### src/rtl/div_arbiter_if.sv
// div_arbiter_if: bundles every non-clock/reset signal of div_arbiter.
//   slave  : view used by div_arbiter (takes requests and divider results,
//            drives grants, the response and the divider command).
//   master : view of the surrounding logic (requesters, response consumer,
//            shared divider).
// Signals:
//   req_valid/req_ready     per-requester request and one-hot accept
//   req_dividend/divisor    16-bit operands, slice i belongs to requester i
//   rsp_valid/rsp_ready     response handshake
//   rsp_id/quo/rem/err      response owner, quotient, remainder, div-by-zero
//   div_start, div_q/div_m  command to the shared divider
//   div_quo/div_rem         divider results
//   busy                    arbiter not in IDLE
interface div_arbiter_if #(
  parameter int NREQ = 4
);
  localparam int IDW = (NREQ > 1) ? $clog2(NREQ) : 1;

  logic [NREQ-1:0]       req_valid;
  logic [NREQ-1:0]       req_ready;
  logic [NREQ-1:0][15:0] req_dividend;
  logic [NREQ-1:0][15:0] req_divisor;
  logic                  rsp_valid;
  logic                  rsp_ready;
  logic [IDW-1:0]        rsp_id;
  logic [15:0]           rsp_quo;
  logic [15:0]           rsp_rem;
  logic                  rsp_err;
  logic                  div_start;
  logic [15:0]           div_q;
  logic [15:0]           div_m;
  logic [15:0]           div_quo;
  logic [15:0]           div_rem;
  logic                  busy;

  modport slave (
    input  req_valid, req_dividend, req_divisor, rsp_ready, div_quo, div_rem,
    output req_ready, rsp_valid, rsp_id, rsp_quo, rsp_rem, rsp_err,
           div_start, div_q, div_m, busy
  );

  modport master (
    output req_valid, req_dividend, req_divisor, rsp_ready, div_quo, div_rem,
    input  req_ready, rsp_valid, rsp_id, rsp_quo, rsp_rem, rsp_err,
           div_start, div_q, div_m, busy
  );
endinterface

### src/rtl/div_arbiter.sv
// div_arbiter: round-robin arbiter sharing one fixed-latency 16-bit divider
// among NREQ requesters. One operation is in flight at a time:
//   IDLE -> ISSUE (div_start pulse) -> WAIT (DIV_LAT-1 .. 0) -> RESP.
// After reset the block sits in DRAIN for DIV_LAT cycles so that a divider
// operation started before reset finishes before a new one is launched.
//
// Ports:
//   sys_clk   rising-edge clock
//   sys_rst   synchronous active-high reset
//   bus       div_arbiter_if.slave (requests, response, divider command)
//
// Optional feature macro: DIV_ZERO_CHECK_EN
//   defined   : zero divisors bypass the divider, answer next cycle with
//               quo=16'hFFFF, rem=dividend, rsp_err=1
//   undefined : rsp_err tied 0, zero divisors go through the divider
module div_arbiter #(
  parameter int NREQ    = 4,
  parameter int DIV_LAT = 50
) (
  input  logic         sys_clk,
  input  logic         sys_rst,
  div_arbiter_if.slave bus
);
  localparam int IDW = (NREQ > 1) ? $clog2(NREQ) : 1;
  localparam int CW  = $clog2(DIV_LAT + 1);

  typedef enum logic [2:0] {DRAIN, IDLE, ISSUE, WAIT, RESP} state_t;

  state_t         state_q;
  logic [CW-1:0]  cnt_q;
  logic [IDW-1:0] last_q;
  logic [IDW-1:0] id_q;
  logic [15:0]    q_q, m_q;
  logic [15:0]    quo_q, rem_q;
  logic           rsp_valid_q;
  logic           start_q;
  logic           busy_q;
`ifdef DIV_ZERO_CHECK_EN
  logic           err_q;
`endif

  // Round-robin pick: scan from farthest to nearest of last_q+1 so the
  // nearest valid requester is the one left standing.
  logic           gnt_vld;
  logic [IDW-1:0] gnt_idx;
  int             idx;

  always_comb begin
    gnt_vld = 1'b0;
    gnt_idx = '0;
    idx     = 0;
    for (int k = NREQ; k >= 1; k--) begin
      idx = int'(last_q) + k;
      if (idx >= NREQ) idx = idx - NREQ;
      if (bus.req_valid[idx]) begin
        gnt_vld = 1'b1;
        gnt_idx = IDW'(idx);
      end
    end
  end

  // Accept is combinational so the requester sees it in the grant cycle.
  logic [NREQ-1:0] rdy;
  always_comb begin
    rdy = '0;
    if (state_q == IDLE && gnt_vld) rdy[gnt_idx] = 1'b1;
  end

  logic [15:0] gnt_dvd, gnt_dvs;
  assign gnt_dvd = bus.req_dividend[gnt_idx];
  assign gnt_dvs = bus.req_divisor[gnt_idx];

  always_ff @(posedge sys_clk) begin
    if (sys_rst) begin
      state_q     <= DRAIN;
      cnt_q       <= CW'(DIV_LAT);
      last_q      <= IDW'(NREQ - 1);
      id_q        <= '0;
      q_q         <= '0;
      m_q         <= '0;
      quo_q       <= '0;
      rem_q       <= '0;
      rsp_valid_q <= 1'b0;
      start_q     <= 1'b0;
      busy_q      <= 1'b1;
`ifdef DIV_ZERO_CHECK_EN
      err_q       <= 1'b0;
`endif
    end else begin
      case (state_q)
        DRAIN: begin
          // cnt_q runs DIV_LAT..1, one DRAIN cycle per value
          if (cnt_q <= CW'(1)) begin
            state_q <= IDLE;
            busy_q  <= 1'b0;
          end else begin
            cnt_q <= cnt_q - CW'(1);
          end
        end
        IDLE: begin
          if (gnt_vld) begin
            id_q   <= gnt_idx;
            q_q    <= gnt_dvd;
            m_q    <= gnt_dvs;
            busy_q <= 1'b1;
`ifdef DIV_ZERO_CHECK_EN
            if (gnt_dvs == 16'h0000) begin
              state_q     <= RESP;
              rsp_valid_q <= 1'b1;
              quo_q       <= 16'hFFFF;
              rem_q       <= gnt_dvd;
              err_q       <= 1'b1;
            end else begin
              state_q <= ISSUE;
              start_q <= 1'b1;
              err_q   <= 1'b0;
            end
`else
            state_q <= ISSUE;
            start_q <= 1'b1;
`endif
          end
        end
        ISSUE: begin
          start_q <= 1'b0;
          cnt_q   <= CW'(DIV_LAT - 1);
          state_q <= WAIT;
        end
        WAIT: begin
          if (cnt_q == '0) begin
            quo_q       <= bus.div_quo;
            rem_q       <= bus.div_rem;
            rsp_valid_q <= 1'b1;
            state_q     <= RESP;
          end else begin
            cnt_q <= cnt_q - CW'(1);
          end
        end
        RESP: begin
          if (bus.rsp_ready) begin
            rsp_valid_q <= 1'b0;
            last_q      <= id_q;
            busy_q      <= 1'b0;
            state_q     <= IDLE;
          end
        end
        default: begin
          state_q <= DRAIN;
          cnt_q   <= CW'(DIV_LAT);
          busy_q  <= 1'b1;
        end
      endcase
    end
  end

  assign bus.req_ready = rdy;
  assign bus.rsp_valid = rsp_valid_q;
  assign bus.rsp_id    = id_q;
  assign bus.rsp_quo   = quo_q;
  assign bus.rsp_rem   = rem_q;
`ifdef DIV_ZERO_CHECK_EN
  assign bus.rsp_err   = err_q;
`else
  assign bus.rsp_err   = 1'b0;
`endif
  assign bus.div_start = start_q;
  assign bus.div_q     = q_q;
  assign bus.div_m     = m_q;
  assign bus.busy      = busy_q;

endmodule

### src/flat_wrapper.sv
// flat-port wrapper written by rule: the top's interface ports become plain ports
module div_arbiter_flat 
#(
  parameter int NREQ    = 4,
  parameter int DIV_LAT = 50
)
  (sys_clk, sys_rst, bus_req_valid, bus_req_dividend, bus_req_divisor, bus_rsp_ready, bus_div_quo, bus_div_rem, bus_req_ready, bus_rsp_valid, bus_rsp_id, bus_rsp_quo, bus_rsp_rem, bus_rsp_err, bus_div_start, bus_div_q, bus_div_m, bus_busy);
  div_arbiter_if #(.NREQ(NREQ)) bus_i ();
  input  logic sys_clk;
  input  logic sys_rst;
  input wire logic [$bits(bus_i.req_valid)-1:0] bus_req_valid;
  input wire logic [$bits(bus_i.req_dividend)-1:0] bus_req_dividend;
  input wire logic [$bits(bus_i.req_divisor)-1:0] bus_req_divisor;
  input wire logic [$bits(bus_i.rsp_ready)-1:0] bus_rsp_ready;
  input wire logic [$bits(bus_i.div_quo)-1:0] bus_div_quo;
  input wire logic [$bits(bus_i.div_rem)-1:0] bus_div_rem;
  output wire logic [$bits(bus_i.req_ready)-1:0] bus_req_ready;
  output wire logic [$bits(bus_i.rsp_valid)-1:0] bus_rsp_valid;
  output wire logic [$bits(bus_i.rsp_id)-1:0] bus_rsp_id;
  output wire logic [$bits(bus_i.rsp_quo)-1:0] bus_rsp_quo;
  output wire logic [$bits(bus_i.rsp_rem)-1:0] bus_rsp_rem;
  output wire logic [$bits(bus_i.rsp_err)-1:0] bus_rsp_err;
  output wire logic [$bits(bus_i.div_start)-1:0] bus_div_start;
  output wire logic [$bits(bus_i.div_q)-1:0] bus_div_q;
  output wire logic [$bits(bus_i.div_m)-1:0] bus_div_m;
  output wire logic [$bits(bus_i.busy)-1:0] bus_busy;
  assign bus_i.req_valid = bus_req_valid;
  assign bus_i.req_dividend = bus_req_dividend;
  assign bus_i.req_divisor = bus_req_divisor;
  assign bus_i.rsp_ready = bus_rsp_ready;
  assign bus_i.div_quo = bus_div_quo;
  assign bus_i.div_rem = bus_div_rem;
  assign bus_req_ready = bus_i.req_ready;
  assign bus_rsp_valid = bus_i.rsp_valid;
  assign bus_rsp_id = bus_i.rsp_id;
  assign bus_rsp_quo = bus_i.rsp_quo;
  assign bus_rsp_rem = bus_i.rsp_rem;
  assign bus_rsp_err = bus_i.rsp_err;
  assign bus_div_start = bus_i.div_start;
  assign bus_div_q = bus_i.div_q;
  assign bus_div_m = bus_i.div_m;
  assign bus_busy = bus_i.busy;
  div_arbiter #(.NREQ(NREQ), .DIV_LAT(DIV_LAT)) u_core (.sys_clk(sys_clk), .sys_rst(sys_rst), .bus(bus_i));
endmodule
### config.mk
export PLATFORM = sky130hd
export DESIGN_NAME = div_arbiter_flat
export DESIGN_NICKNAME = d
export VERILOG_FILES = /design/src/rtl/div_arbiter_if.sv /design/src/rtl/div_arbiter.sv /design/src/flat_wrapper.sv
export SDC_FILE = /design/constraint.sdc
export NUM_CORES = 1
export LEC_CHECK = 0
export BUFFER_PORTS_ARGS = -buffer_cell sky130_fd_sc_hd__clkbuf_2
export CORE_ASPECT_RATIO = 1.75
export CORE_MARGIN = 2
export CORE_UTILIZATION = 45
export CTS_BUF_LIST = sky130_fd_sc_hd__clkbuf_8 sky130_fd_sc_hd__clkbuf_16
export DETAILED_ROUTE_END_ITERATION = 8
export GPL_TIMING_DRIVEN = 0
export PLACE_DENSITY = 0.9
export SLEW_MARGIN = 20
export SYNTH_ARGS = -nofsm -noshare
export SYNTH_HDL_FRONTEND = slang
export SYNTH_SLANG_ARGS = --single-unit
### constraint.sdc
create_clock -name sys_clk -period 2.4 [get_ports sys_clk]
set_clock_uncertainty 0.1 [all_clocks]
set_input_delay 0.48 -clock sys_clk [delete_from_list [all_inputs] [get_ports sys_clk]]
set_output_delay 0.48 -clock sys_clk [all_outputs]
set_load 0.1 [all_outputs]
### After elaboration in Yosys (flattened, before gate mapping)

Index checks and enable logic that the tools add are counted.

| word-level totals | value |
|---|---|
| flip-flop bits (word level) | 80 |
| input bits | 167 |
| output and inout bits | 74 |
| logic and storage cells | 105 |

| cells by class | value |
|---|---|
| add/subtract/negate cells | 9 |
| $lt $le $gt $ge | 11 |
| eq/ne operators | 10 |
| muxes and demuxes | 46 |
| bitwise operators | 2 |
| reduce and logical (&&, ||, !) cells | 16 |

Operators by type and width:

| cell | number |
|---|---|
| $ge 32x4->1 const B | 4 |
| $lt 32x4->1 const B | 4 |
| $mux 32 | 4 |
| $sub 32x4->32 const B | 4 |
| $bmux 16 s2 | 2 |
| $mux 16 | 2 |
| $pmux 6 s4 | 1 |
| $mux 1 | 17 |
| $pmux 3 s5 | 1 |
| $mux 3 | 4 |
| $mux 6 | 2 |
| $bmux 1 s2 | 4 |
| $mux 2 | 4 |
| $reduce_and 2->1 | 4 |
| $reduce_and 4->1 | 2 |
| $add 2x2->3 const B | 2 |
| $eq 3x2->1 const B | 2 |
| $le 6x1->1 const B | 1 |
| $logic_not 6->1 | 1 |
| $ne 2x1->1 const B | 3 |
| $ne 2x2->1 const B | 3 |
| $reduce_and 3->1 | 2 |
| $sub 6x1->6 const B | 1 |
| $add 2x3->4 const B | 1 |
| other kinds (14) | 19 |

### Logic depth before layout (Yosys ltp)

Gate-level depths: netlist (run 1).

| logic depth | value |
|---|---|
| depth in word-level cells | 15 |
| depth in mapped cells | 8 |
| mapped depth without buffers | 7 |

### Worst setup path after synthesis (run 1)

No wires, ideal clock.

| path | value |
|---|---|
| path kind | input to output |
| start | in bus_req_valid[3] |
| end | out bus_req_ready[0] |
| arrival | 3.429 ns |
| data required time | 1.820 ns |
| path slack | -1.609 ns |
| cell stages on the path | 6 |
| buffers on the path | 2 |
| cells stage by stage | nor2b_1 -> o21ai_1 -> nand3_1 -> buf_4 -> buf_2 -> nor3_1 |

| between the ends | value |
|---|---|
| cells in the longest elaborated chain, start to end | 12 |
| elaborated cells on any way between the ends | 27 |
| classes of those cells | 2 x order compare; 23 x mux; 2 x reduce/logical |

RTL lines:

| what | RTL line | source |
|---|---|---|
| start: declaration | flat_wrapper.sv:11 | `input wire logic [$bits(bus_i.req_valid)-1:0] bus_req_valid;` |
| $bmux 1 s2 | div_arbiter.sv:55 | `if (bus.req_valid[idx]) begin` |
| $mux 1 (not written as such) (2 in series) | div_arbiter.sv:55 |  |
| $mux 2 (4 in series) | div_arbiter.sv:55 |  |
| $lt 2x3->1 (not written as such) / $ge 2x1->1 (equally long branches) | div_arbiter.sv:66 | `if (state_q == IDLE && gnt_vld) rdy[gnt_idx] = 1'b1;` |
| $logic_and 1x1->1 (not written as such) | div_arbiter.sv:66 |  |
| $mux 1 (not written as such) | div_arbiter.sv:66 |  |
| $demux 1 s2 | n/a |  |
| $mux 4 * | div_arbiter.sv:66 |  |
| end: declaration | flat_wrapper.sv:17 | `output wire logic [$bits(bus_i.req_ready)-1:0] bus_req_ready;` |

Mark *: on every way between the ends. The rest lies on a longest branch, timed or not. The select of a mux whose other input is x is not followed.

### Worst setup path after layout (run 1)

| path | value |
|---|---|
| start | reg u_core.state_q[2] |
| end | out bus_req_ready[2] |

| between the ends | value |
|---|---|
| cells in the longest elaborated chain, start to end | 3 |

RTL lines:

| what | RTL line | source |
|---|---|---|
| start: declaration | div_arbiter.sv:29 | `state_t state_q;` |
| start signal: assignment | div_arbiter.sv:75 | `state_q <= DRAIN;` |
| start signal: assignment | div_arbiter.sv:94 | `state_q <= IDLE;` |
| start signal: assignment | div_arbiter.sv:119 | `state_q <= ISSUE;` |
| $eq 3x1->1 | div_arbiter.sv:66 |  |
| $logic_and 1x1->1 | div_arbiter.sv:66 |  |
| $mux 4 | div_arbiter.sv:66 |  |

No other way between the ends.

==> summary.md, run 1 <==
| Metric | Value |
|---|---|
| Worst-path cell chain | buf_2 -> nor3b_4 -> and2_4 -> nand2_2 -> nor2_4 -> clkbuf_16 |
| Number of filler cells placed in the layout | 795 |
| Die area | 0.01043 mm² |
| Distinct cell type count after synthesis | 47 |
| Largest family of logic cells by synthesized area | simple AND/OR/NAND/NOR gates |
| Multi-input logic area | 0.002565 mm² |
| CP delay by family, top | simple AND/OR/NAND/NOR gates |
| Ys async rst share | 0% |
| Mux contribution to synthesized area | 8.143% |
| Critical Path Start Type | flip-flop |
| CTS HTree Levels | 3 |
| Met2 WL | 8475 µm |
| Switching share of power | 25.18% |
| WHS Path Cells | 3 |
| Xor/xnor share of the synthesized area | 0.6085% |
| Clock latency on the worst-skew pair | 340 ps |
| Period utilisation layout | 97.84% |
| Final hold vios | 0 |
| Post-Synthesis Cells | 528 |
| WL/cell | 17.26 µm |
| Total number of vias | 5011 |
| Kind of critical path | flip-flop to output port |
| Total wire length | 15650 µm |
| End-of-flow core utilization | 65.74% |
| Worst Slack Setup Final | 51.74 ps |
| Post-synthesis compound-gate area fraction | 15.27% |
| Met1 WL | 5229 µm |
| Yosys top cell area share | 37.09% |
| Logic gate share of total power | 12.3% |
| Worst Tran Pin Value | 587.6 ps |
| Chip Height | 133.6 µm |
| P_int | 2.376 mW |
| Pre-CTS WS | -339.8 ps |
| CP Data Arrival Time | 1770 ps |
| Drt first pass iters | 4 |
| R2r setup slk | 200 ps |
| Hold Path End | u_core.bus.div_q[12] |
| Worst hold-check path type | input pin to flip-flop |
| Sequential power share | 42.9% |
| Layout cells sized above 1 | 40.38% |
| Fmax | 0.4258 GHz |
| Drt initial violations | 200 |
| IO Pins | 241 |
| Synth area leader | dfxtp_1 |
| Syn nets | 698 |
| PortBufs | 238 |
| Crit path max fanout | 10 |
| Antenna violations before repair | 0 |
| LEAKAGE | 2.797 nW |
| DRC viols | 0 |
| Final setup fails | 0 |
| Top post-synthesis cells by area | dfxtp_1 (37%), nor3b_1 (11%), nand2_1 (9.5%), mux2i_1 (7.9%), a32oi_1 (6.5%) |
| Primary FF master, synth | dfxtp_1 |
| R2r worst-path depth | 7 |
| Vias per Instance | 5.525 |
| Total grt overflow | 0 |
| # Max-Cap Violations | 0 |
| Routed Antenna Nets | 0 |
| ANT cells | 0 |
| Nets | 950 |
| Highest metal used | met4 |
| Synth Area in Simple Gates | 32.11% |
| Number of buffers created by CTS | 9 |
| DP Wirelength | 11980 µm |
| IR drop worst, VDD | 0.3545 mV |
| Largest net degree at the start of global routing | 20 |
| Horiz. Die Dim | 78.05 µm |
| First-pass GRT wire length | 24330 µm |
| Clock share of power | 44.7% |
| PwrDens | 513.3 mW/mm² |
| CTS root buffer | clkbuf_16 |
| Total track usage | 29.57% |
| GPL Wtd Cong | 0.9208 |
| CP max stage delay | 290 ps |
| Yosys warnings | 0 |
| Post-Synth Adder-Cell Area | 0.8693% |
| CORE AREA | 0.009409 mm² |
| Total power | 3.176 mW |
| EDFF count, synth | 0 |
| Slowest cell on the critical path | dfxtp_1 |
| Average size of a mapped cell | 8.178 µm² |
| Worst R2R Start | u_core.last_q[0] |
| Post-synthesis cell area | 0.004318 mm² |
| Post-synthesis sequential area ratio | 37.09% |
| CTS Buffer Depth | 2 |
| Vias in the first global route | 5078 |
| Hold_buf cts | 0 |
| RSZ-0062 raised after global routing | true |
| Clock transition at path regs | 70 ps |
| Hold path start | bus_req_dividend[60] |
| TritonCTS clock tree | yes |
| Worst Path Buf+Inv | 2 |
| Fin crit period | 2348 ps |
| Met3 wire length | 1389 µm |
| Worst Setup End Kind | output port |
| Hold_ws | 235.7 ps |
| TNS Setup | 0 ps |
| Num rows | 47 |
| R2R Path End | u_core.bus.div_m[6] |
| Worst Path Required | 1820 ps |
| Starting Density | 45.89% |
| Synth-to-Final Area Change | 43.26% |
| NetSw | 0.7995 mW |
| Pins over their slew limit | 0 |
| Sink Count | 80 |
| FF+latch count, synth | 80 |
| Status | finished, final reports clean |
| FF/Latch Area | 0.001608 mm² |
| Relative slew slack | 60.41% |
[sequential cells by signal, summed over array words and instances (netlist names)]
name and count:
u_core.last_q 2, u_core.bus.rsp_id 2, u_core.bus.busy 1, u_core.bus.rsp_rem 16
u_core.bus.div_m 16, u_core.bus.div_start 1, u_core.bus.rsp_valid 1, u_core.cnt_q 6
u_core.bus.rsp_quo 16, u_core.state_q 3, u_core.bus.div_q 16
[area by class of cell]
class	instances	area share, %
clock inverter	6	1.112
clock buffer	10	3.863
multi-input combinational	398	41.46
inverter	4	0.2427
timing repair buffer	244	21.12
buffer	43	3.742
sequential	80	25.99
tap	122	2.468
[metrics by stage]
stage / std cells / cell area [µm²]
after global routing: 907 / 6186
final: 907 / 6186
after detailed placement: 888 / 5743
after global placement: 888 / 5743
after floorplan: 528 / 4399
after CTS: 908 / 6181
[power groups by stage]
stage | clock network (mW) | logic, mW | registers (mW)
after floorplan | 0 | 0.193 | 1.39
after global placement | 0 | 0.374 | 1.39
after detailed placement | 0 | 0.378 | 1.39
after CTS | 1.43 | 0.389 | 1.36
after global routing | 1.48 | 0.423 | 1.36
final | 1.42 | 0.391 | 1.36
[synthesized netlist by cell type, types with 8 or more instances]
| cell | instances |
|---|---|
| mux2i_1 | 34 |
| nand3_1 | 35 |
| dfxtp_1 | 80 |
| clkbuf_1 | 17 |
| a21oi_1 | 40 |
| a32oi_1 | 32 |
| nor2_1 | 14 |
| o21ai_0 | 8 |
| nand2_1 | 109 |
| buf_4 | 9 |
| buf_2 | 21 |
| nor3b_1 | 66 |
[routing by layer]
layer / vias to the layer above / track usage, %
met4: 0 / 14.42
li1: 2405 / -
met3: 47 / 8.740
met5: - / 0
met1: 2302 / 28.09
met2: 257 / 56.23
[logic make-up after synthesis]
group,after synthesis
other,1
xor gates and xnor gates,3
AOI/OAI and AO/OA,96
adders and majority gates,3
and+or+nand+nor,259
DFF,80
buffers and inverters,51
muxes,35
[timing repair]
item,4_1_cts,5_1_grt
cloned,0,1
pin swaps,4,3
buffers inserted,6,0
gates resized for setup,21,7
setup endpoints to repair,4,5
[worst register-to-register path: cells and delay by family (launching register included)]
kind                   cells  cell delay (ps)
AO/OA/AOI/OAI              1              200
buffers and inverters      2              460
flip-flops                 1              360
multiplexers               1              130
AND/OR/NAND/NOR            3              900
[placed cells by master (no fill, tap or decap), drive strengths merged, types with 6 or more instances in the layout]
master    n
nor3b    67
nand3    36
a21oi    40
nor2     15
dfxtp    80
clkbuf  263
a32oi    32
nand2   109
inv       6
buf      34
mux2i    34
o21ai     9
nor2b     6
nor3      8
[worst max path at each step]
stage,startpoint,to,cells past startpoint
after CTS,u_core.last_q[0],bus_req_ready[0],7
after detailed placement,bus_req_valid[3],bus_req_ready[2],8
after floorplan,bus_req_valid[1],bus_req_ready[0],5
after global placement,bus_req_valid[3],bus_req_ready[2],8
final,u_core.state_q[2],bus_req_ready[2],6
after global routing,u_core.state_q[2],bus_req_ready[2],6
(Power assumes the default switching activity.)
==> run 2, diff against run 1 <==
--- a/config.mk
+++ b/config.mk
@@ -9,11 +9,9 @@
 export CORE_ASPECT_RATIO = 1.75
 export CORE_MARGIN = 2
 export CORE_UTILIZATION = 45
-export CTS_BUF_LIST = sky130_fd_sc_hd__clkbuf_8 sky130_fd_sc_hd__clkbuf_16
 export DETAILED_ROUTE_END_ITERATION = 8
 export GPL_TIMING_DRIVEN = 0
 export PLACE_DENSITY = 0.9
-export SLEW_MARGIN = 20
 export SYNTH_ARGS = -nofsm -noshare
 export SYNTH_HDL_FRONTEND = slang
 export SYNTH_SLANG_ARGS = --single-unit
==> constraint.sdc (replaced) <==
create_clock -name sys_clk -period 2.7 [get_ports sys_clk]
set_clock_uncertainty 0.1 [all_clocks]
set_input_delay 0.54 -clock sys_clk [delete_from_list [all_inputs] [get_ports sys_clk]]
set_output_delay 0.54 -clock sys_clk [all_outputs]
set_load 0.1 [all_outputs]
==> run 2 against run 1 <==
Global-route usage is 0.71 points lower; design area fell by 1.1%; critical path depth unchanged; sequential power is 11% lower; clock power shrank 9.9%; final cell count fell by 0.11%; via count is 0.54% higher; register-to-register slack improved by 210 ps.
==> summary.md, run 2 (synthesis gave the netlist of run 1 again) <==
| Metric | Value |
|---|---|
| Status | finished, final reports clean (unchanged) |
| Largest net degree at the start of global routing | 16 (was 20) |
| PwrDens | 463.8 mW/mm² (was 513.3 mW/mm²) |
| NetSw | 0.7181 mW (was 0.7995 mW) |
| Total track usage | 28.86% (was 29.57%) |
| Final std cells w/o fill | 906 (was 907) |
| Synth-to-Final Area Change | 41.76% (was 43.26%) |
| PortBufs | 238 (unchanged) |
| LEAKAGE | 2.774 nW (was 2.797 nW) |
| First-pass GRT wire length | 23940 µm (was 24330 µm) |
| Gr busiest metal | met2 (unchanged) |
| CTS HTree Levels | 3 (unchanged) |
| Met1 Use GR | 27.97% (was 28.09%) |
| Fmax | 0.3795 GHz |
| Worst Setup End Kind | output port (unchanged) |
| DRC viols | 0 (unchanged) |
| Worst hold-check path type | input pin to flip-flop (unchanged) |
| DP Wirelength | 12140 µm (was 11980 µm) |
| P_int | 2.121 mW (was 2.376 mW) |
| Period utilisation layout | 97.59% |
| Logic gate share of total power | 12.0% (was 12.3%) |
| Worst Slack Setup Final | 65.04 ps (was 51.74 ps) |
| Final setup fails | 0 (unchanged) |
| Horiz. Die Dim | 78.05 µm (unchanged) |
| IO Pins | 241 (unchanged) |
| CP Data Arrival Time | 1990 ps (was 1770 ps) |
| Routed Antenna Nets | 0 (unchanged) |
| Placed Cells | 888 (unchanged) |
| ANT cells | 0 (unchanged) |
| TNS Setup | 0 ps (unchanged) |
| Slowest cell on the critical path | or3b_4 (was dfxtp_1) |
| IR drop worst, VDD | 0.3281 mV (was 0.3545 mV) |
| Hold_buf cts | 0 (unchanged) |
| Total wire length | 15360 µm (was 15650 µm) |
| Die area | 0.01043 mm² (unchanged) |
| GPL Wtd Cong | 0.9621 (was 0.9208) |
| Vias per Instance | 5.561 (was 5.525) |
| Nets | 949 (was 950) |
| Commonest non-fill, non-tap cell in the layout | clkbuf_2 (unchanged) |
| WL/cell | 16.95 µm (was 17.26 µm) |
| Switching share of power | 25.30% (was 25.18%) |
| CORE AREA | 0.009409 mm² (unchanged) |
| Final hold vios | 0 (unchanged) |
| Starting Density | 45.89% (unchanged) |
| CP max stage delay | 400 ps (was 290 ps) |
| Pins over their slew limit | 0 (unchanged) |
| Worst-path cell chain | or3b_4 -> o221a_4 -> buf_6 -> buf_6 -> nor3_4 -> clkbuf_16 (was buf_2 -> nor3b_4 -> and2_4 -> nand2_2 -> nor2_4 -> clkbuf_16) |
| Clock share of power | 45.3% (was 44.7%) |
| Drt initial violations | 266 (was 200) |
| Layout cells sized above 1 | 39.54% (was 40.38%) |
| # Max-Cap Violations | 0 (unchanged) |
| Clock latency on the worst-skew pair | 330 ps (was 340 ps) |
| GR Layer Usage met2 | 57.18% (was 56.23%) |
| Chip Height | 133.6 µm (unchanged) |
| Worst Path Required | 2060 ps (was 1820 ps) |
| Pre-CTS WS | -336.3 ps (was -339.8 ps) |
| Worst Tran Pin Value | 605.2 ps (was 587.6 ps) |
| Number of buffers created by CTS | 9 (unchanged) |
| CTS root buffer | clkbuf_16 (unchanged) |
| Num rows | 47 (unchanged) |
| Total number of vias | 5038 (was 5011) |
| TritonCTS clock tree | yes (unchanged) |
| Worst Path Buf+Inv | 3 (was 2) |
| Clock transition at path regs | 60 ps (was 70 ps) |
| CP delay by family, top | simple AND/OR/NAND/NOR gates (unchanged) |
| Most frequent cells in the layout | clkbuf_2 (234), nand2_1 (109), dfxtp_1 (78), nor3b_1 (65), a21oi_1 (40) (was clkbuf_2 (234), nand2_1 (107), dfxtp_1 (77), nor3b_1 (65), a21oi_1 (40)) |
| Sequential power share | 42.7% (was 42.9%) |
| Drt first pass iters | 5 (was 4) |
| Relative slew slack | 59.23% (was 60.41%) |
| Total grt overflow | 0 (unchanged) |
| Antenna violations before repair | 0 (unchanged) |
| Sink Count | 80 (unchanged) |
| CTS Buffer Depth | 2 (unchanged) |
| Most frequent cell on the critical path | buf_6 |
| Crit path max fanout | 10 (unchanged) |
| Total power | 2.839 mW (was 3.176 mW) |
| Met3 Use GR | 6.369% (was 8.740%) |
| RSZ-0062 raised after global routing | false (was true) |
| Vias in the first global route | 5122 (was 5078) |
| Fin crit period | 2635 ps |
| Critical Path Start Type | flip-flop (unchanged) |
| Kind of critical path | flip-flop to output port (unchanged) |
## run 2: cell count changes in the layout (fill, tap and decap cells not counted), sizes merged
cell / change
clkinvlp: +1
inv: +1
clkinv: -2
o221a: -1
## run 2: worst paths after layout
check | start | endpoint | slack, ps | cells after the start
setup / recovery | u_core.last_q[1] | bus_req_ready[0] | 70 | 6
hold / removal | bus_req_dividend[58] | u_core.bus.div_q[10] | 310 | 3
setup reg to reg | u_core.cnt_q[0] | u_core.cnt_q[4] | 410 | 7
hold reg to reg | u_core.bus.rsp_rem[15] | u_core.bus.rsp_rem[15] | 350 | 2
## run 2: layer usage
| layer | wire length, µm | part of all wire [%] |
|---|---|---|
| met5 | 0 | 0 |
| met3 | 1251 | 8.1 |
| met1 | 5120 | 33 |
| met2 | 8538 | 56 |
| met4 | 449 | 2.9 |
## run 2: area by class of cell
type                    instances  area (µm²)
multi-input cells             397        2525
repair buffers                240        1254
plain buffers                  47       256.5
well taps                     122       152.6
flip-flops and latches         80        1604
fillers                       819        3288
clock inverters                 6       75.07
inverters                       4       15.01
clock buffers                  10       239.0
## run 2: stage by stage
stage	hold WS (ps)	area (µm²)	utilization [%]
6_report	309.7	6121	65.05
5_1_grt	314.9	6121	65.05
4_1_cts	299.1	6077	64.59
3_5_place_dp	345.6	5708	60.66
3_3_place_gp	341.5	5708	60.66
2_1_floorplan	377.0	4364	-
## run 2: repair_timing
item / in CTS / in global routing
resized for setup: 14 / 9
cloned: 0 / 0
setup buffers: 0 / 2
endpoints found under the setup margin: 4 / 4
pin swaps: 0 / 2
## run 2: power by group through the flow
| stage | Combinational, mW | Clock, mW | Sequential, mW |
|---|---|---|---|
| after detailed placement | 0.329 | 0 | 1.24 |
| after global placement | 0.326 | 0 | 1.24 |
| after CTS | 0.333 | 1.30 | 1.21 |
| final | 0.342 | 1.28 | 1.21 |
| after floorplan | 0.166 | 0 | 1.24 |
| after global routing | 0.372 | 1.35 | 1.21 |
## run 2: worst min-delay path, stage by stage
cell and delay, ps:
clkbuf_2 70, nand2_1 40, nand3_1 60
==> run 3, diff against run 2 <==
--- a/config.mk
+++ b/config.mk
@@ -12,6 +12,7 @@
 export DETAILED_ROUTE_END_ITERATION = 8
 export GPL_TIMING_DRIVEN = 0
 export PLACE_DENSITY = 0.9
+export SETUP_SLACK_MARGIN = 0.2
 export SYNTH_ARGS = -nofsm -noshare
 export SYNTH_HDL_FRONTEND = slang
 export SYNTH_SLANG_ARGS = --single-unit
==> run 3 against run 2 <==
Via count decreased by 0.44%; critical path depth stayed put; non-clock buffer count is 10 higher; highest routed layer unchanged; final cell count rose by 1.1%; clock-buffer cell count is 1 higher; largest cell class unchanged; global-route usage is 0.96 points higher; clock power hardly changed; combinational power is 6.1% higher; die area stayed put; hold slack got worse by 12 ps.
==> summary.md, run 3 (synthesis gave the netlist of run 1 again) <==
| Metric | Value |
|---|---|
| Synth-to-Final Area Change | 45.29% (was 41.76%) |
| GR Layer Usage met2 | 57.04% (was 57.18%) |
| Horiz. Die Dim | 78.05 µm (unchanged) |
| Antenna violations before repair | 0 (unchanged) |
| Layout cells sized above 1 | 40.81% (was 39.54%) |
| CTS root buffer | clkbuf_16 (unchanged) |
| Clock transition at path regs | 70 ps (was 60 ps) |
| Vias per Instance | 5.476 (was 5.561) |
| WL/cell | 17.15 µm (was 16.95 µm) |
| End-of-flow core utilization | 66.68% (was 65.05%) |
| Routed Antenna Nets | 0 (unchanged) |
| # Max-Cap Violations | 0 (unchanged) |
| Most frequent cells in the layout | clkbuf_2 (234), nand2_1 (108), dfxtp_1 (78), nor3b_1 (65), a21oi_1 (40) (was clkbuf_2 (234), nand2_1 (109), dfxtp_1 (78), nor3b_1 (65), a21oi_1 (40)) |
| Commonest non-fill, non-tap cell in the layout | clkbuf_2 (unchanged) |
| Number of filler cells placed in the layout | 790 (was 819) |
| LEAKAGE | 2.869 nW (was 2.774 nW) |
| Number of buffers created by CTS | 9 (unchanged) |
| Worst Path Required | 2060 ps (about the same) |
| Hold_ws | 297.9 ps (was 309.7 ps) |
| Fmax | 0.3934 GHz (was 0.3795 GHz) |
| Worst Setup End Kind | output port (unchanged) |
| RSZ-0062 raised after global routing | true (was false) |
| R2r setup slk | 410 ps (about the same) |
| Total power | 2.843 mW (was 2.839 mW) |
| Die area | 0.01043 mm² (unchanged) |
| Clock latency on the worst-skew pair | 340 ps (was 330 ps) |
| Status | finished, final reports clean (unchanged) |
| Final setup fails | 0 (unchanged) |
| CTS Buffer Depth | 2 (unchanged) |
| Final std cells w/o fill | 916 (was 906) |
| Final hold vios | 0 (unchanged) |
| Num rows | 47 (unchanged) |
| Critical Path Start Type | flip-flop (unchanged) |
| Kind of critical path | flip-flop to output port (unchanged) |
| Chip Height | 133.6 µm (unchanged) |
| Crit path max fanout | 4 (was 10) |
| IO Pins | 241 (unchanged) |
| PwrDens | 453.2 mW/mm² (was 463.8 mW/mm²) |
| Gr busiest metal | met2 (unchanged) |
| Period utilisation layout | 94.16% (was 97.59%) |
| Total track usage | 29.82% (was 28.86%) |
| Pre-CTS WS | -159.8 ps (was -336.3 ps) |
| R2R Path End | u_core.cnt_q[4] (unchanged) |
| Hold path start | bus_req_dividend[60] (was bus_req_dividend[58]) |
| Pins over their slew limit | 0 (unchanged) |
| Starting Density | 45.89% (unchanged) |
| Nets | 959 (was 949) |
| Placed Cells | 888 (unchanged) |
| DRC viols | 0 (unchanged) |
| CTS HTree Levels | 3 (unchanged) |
| Met1 Use GR | 28.13% (was 27.97%) |
| Met3 Use GR | 9.079% (was 6.369%) |
| Total grt overflow | 0 (unchanged) |
| TritonCTS clock tree | yes (unchanged) |
| R2r worst-path depth | 7 (unchanged) |
| WHS Path Cells | 3 (unchanged) |
| ANT cells | 0 (unchanged) |
| Worst Tran Pin Value | 582.6 ps (was 605.2 ps) |
| DP Wirelength | 11980 µm (was 12140 µm) |
| Drt initial violations | 170 (was 266) |
| Worst Slack Setup Final | 157.8 ps (was 65.04 ps) |
| Sink Count | 80 (unchanged) |
| CP Data Arrival Time | 1900 ps (was 1990 ps) |
| GPL Wtd Cong | 0.9208 (was 0.9621) |
| Total wire length | 15710 µm (was 15360 µm) |
| IR drop worst, VDD | 0.3028 mV (was 0.3281 mV) |
| Relative slew slack | 60.75% (was 59.23%) |
| Total number of vias | 5016 (was 5038) |
| Largest net degree at the start of global routing | 15 (was 16) |
| First-pass GRT wire length | 24560 µm (was 23940 µm) |
| Worst hold-check path type | input pin to flip-flop (unchanged) |
| Fin crit period | 2542 ps (was 2635 ps) |
| PortBufs | 238 (unchanged) |
| Worst R2R Start | u_core.cnt_q[0] (unchanged) |
| Drt first pass iters | 4 (was 5) |
| CORE AREA | 0.009409 mm² (unchanged) |
| Hold Path End | u_core.bus.div_q[12] (was u_core.bus.div_q[10]) |
| Vias in the first global route | 5149 (was 5122) |
## run 3: per-layer routing
layer  up-vias  wire length [µm]
met1      2318              5265
met4         0               535
li1       2421                 -
met5         -                 0
met3        40              1371
met2       237              8540
## run 3: through the flow
stage | TNS (ps) | area (µm²)
2_1_floorplan | -47.61 | 4399
3_3_place_gp | -490.3 | 5743
3_5_place_dp | -568.5 | 5743
4_1_cts | 0 | 6245
5_1_grt | 0 | 6274
6_report | 0 | 6274
## run 3: cell type report
class,instances,area [µm²],share of cell area (%)
sequential,80,1607,25.61
multi-input combinational,397,2550,40.65
buffer,47,282.8,4.507
clock inverter,5,65.06,1.037
timing repair buffer,250,1359,21.66
inverter,4,15.01,0.2393
clock buffer,11,242.7,3.869
tap,122,152.6,2.433
## run 3: power breakdown
part	internal (mW)	leakage (nW)	switching [mW]
Sequential	1.19	0.645	0.0191
Clock	0.751	0.150	0.518
Combinational	0.185	2.07	0.178
## run 3: worst max-delay path by stage
stage	slack (ps)	from	end
CTS	170	u_core.last_q[0]	bus_req_ready[1]
floorplan	-20	bus_req_valid[1]	bus_req_ready[0]
global placement	-150	bus_req_valid[3]	bus_req_ready[2]
finish	160	u_core.last_q[0]	bus_req_ready[1]
detailed placement	-160	bus_req_valid[3]	bus_req_ready[2]
global route	90	bus_req_valid[3]	bus_req_ready[0]
## run 3: critical path, stage by stage, from the launching register on
cell and delay, ps:
dfxtp_4 360, or3b_4 380, o221a_4 140, buf_8 120
buf_12 120, nor3_4 190, clkbuf_16 230
## run 3: what timing repair did
action / 4_1_cts / 5_1_grt
pin swaps: 5 / 2
setup endpoints to repair: 4 / 4
gates resized for setup: 27 / 2
hold buffers: 0 / 0
setup buffers: 9 / 3
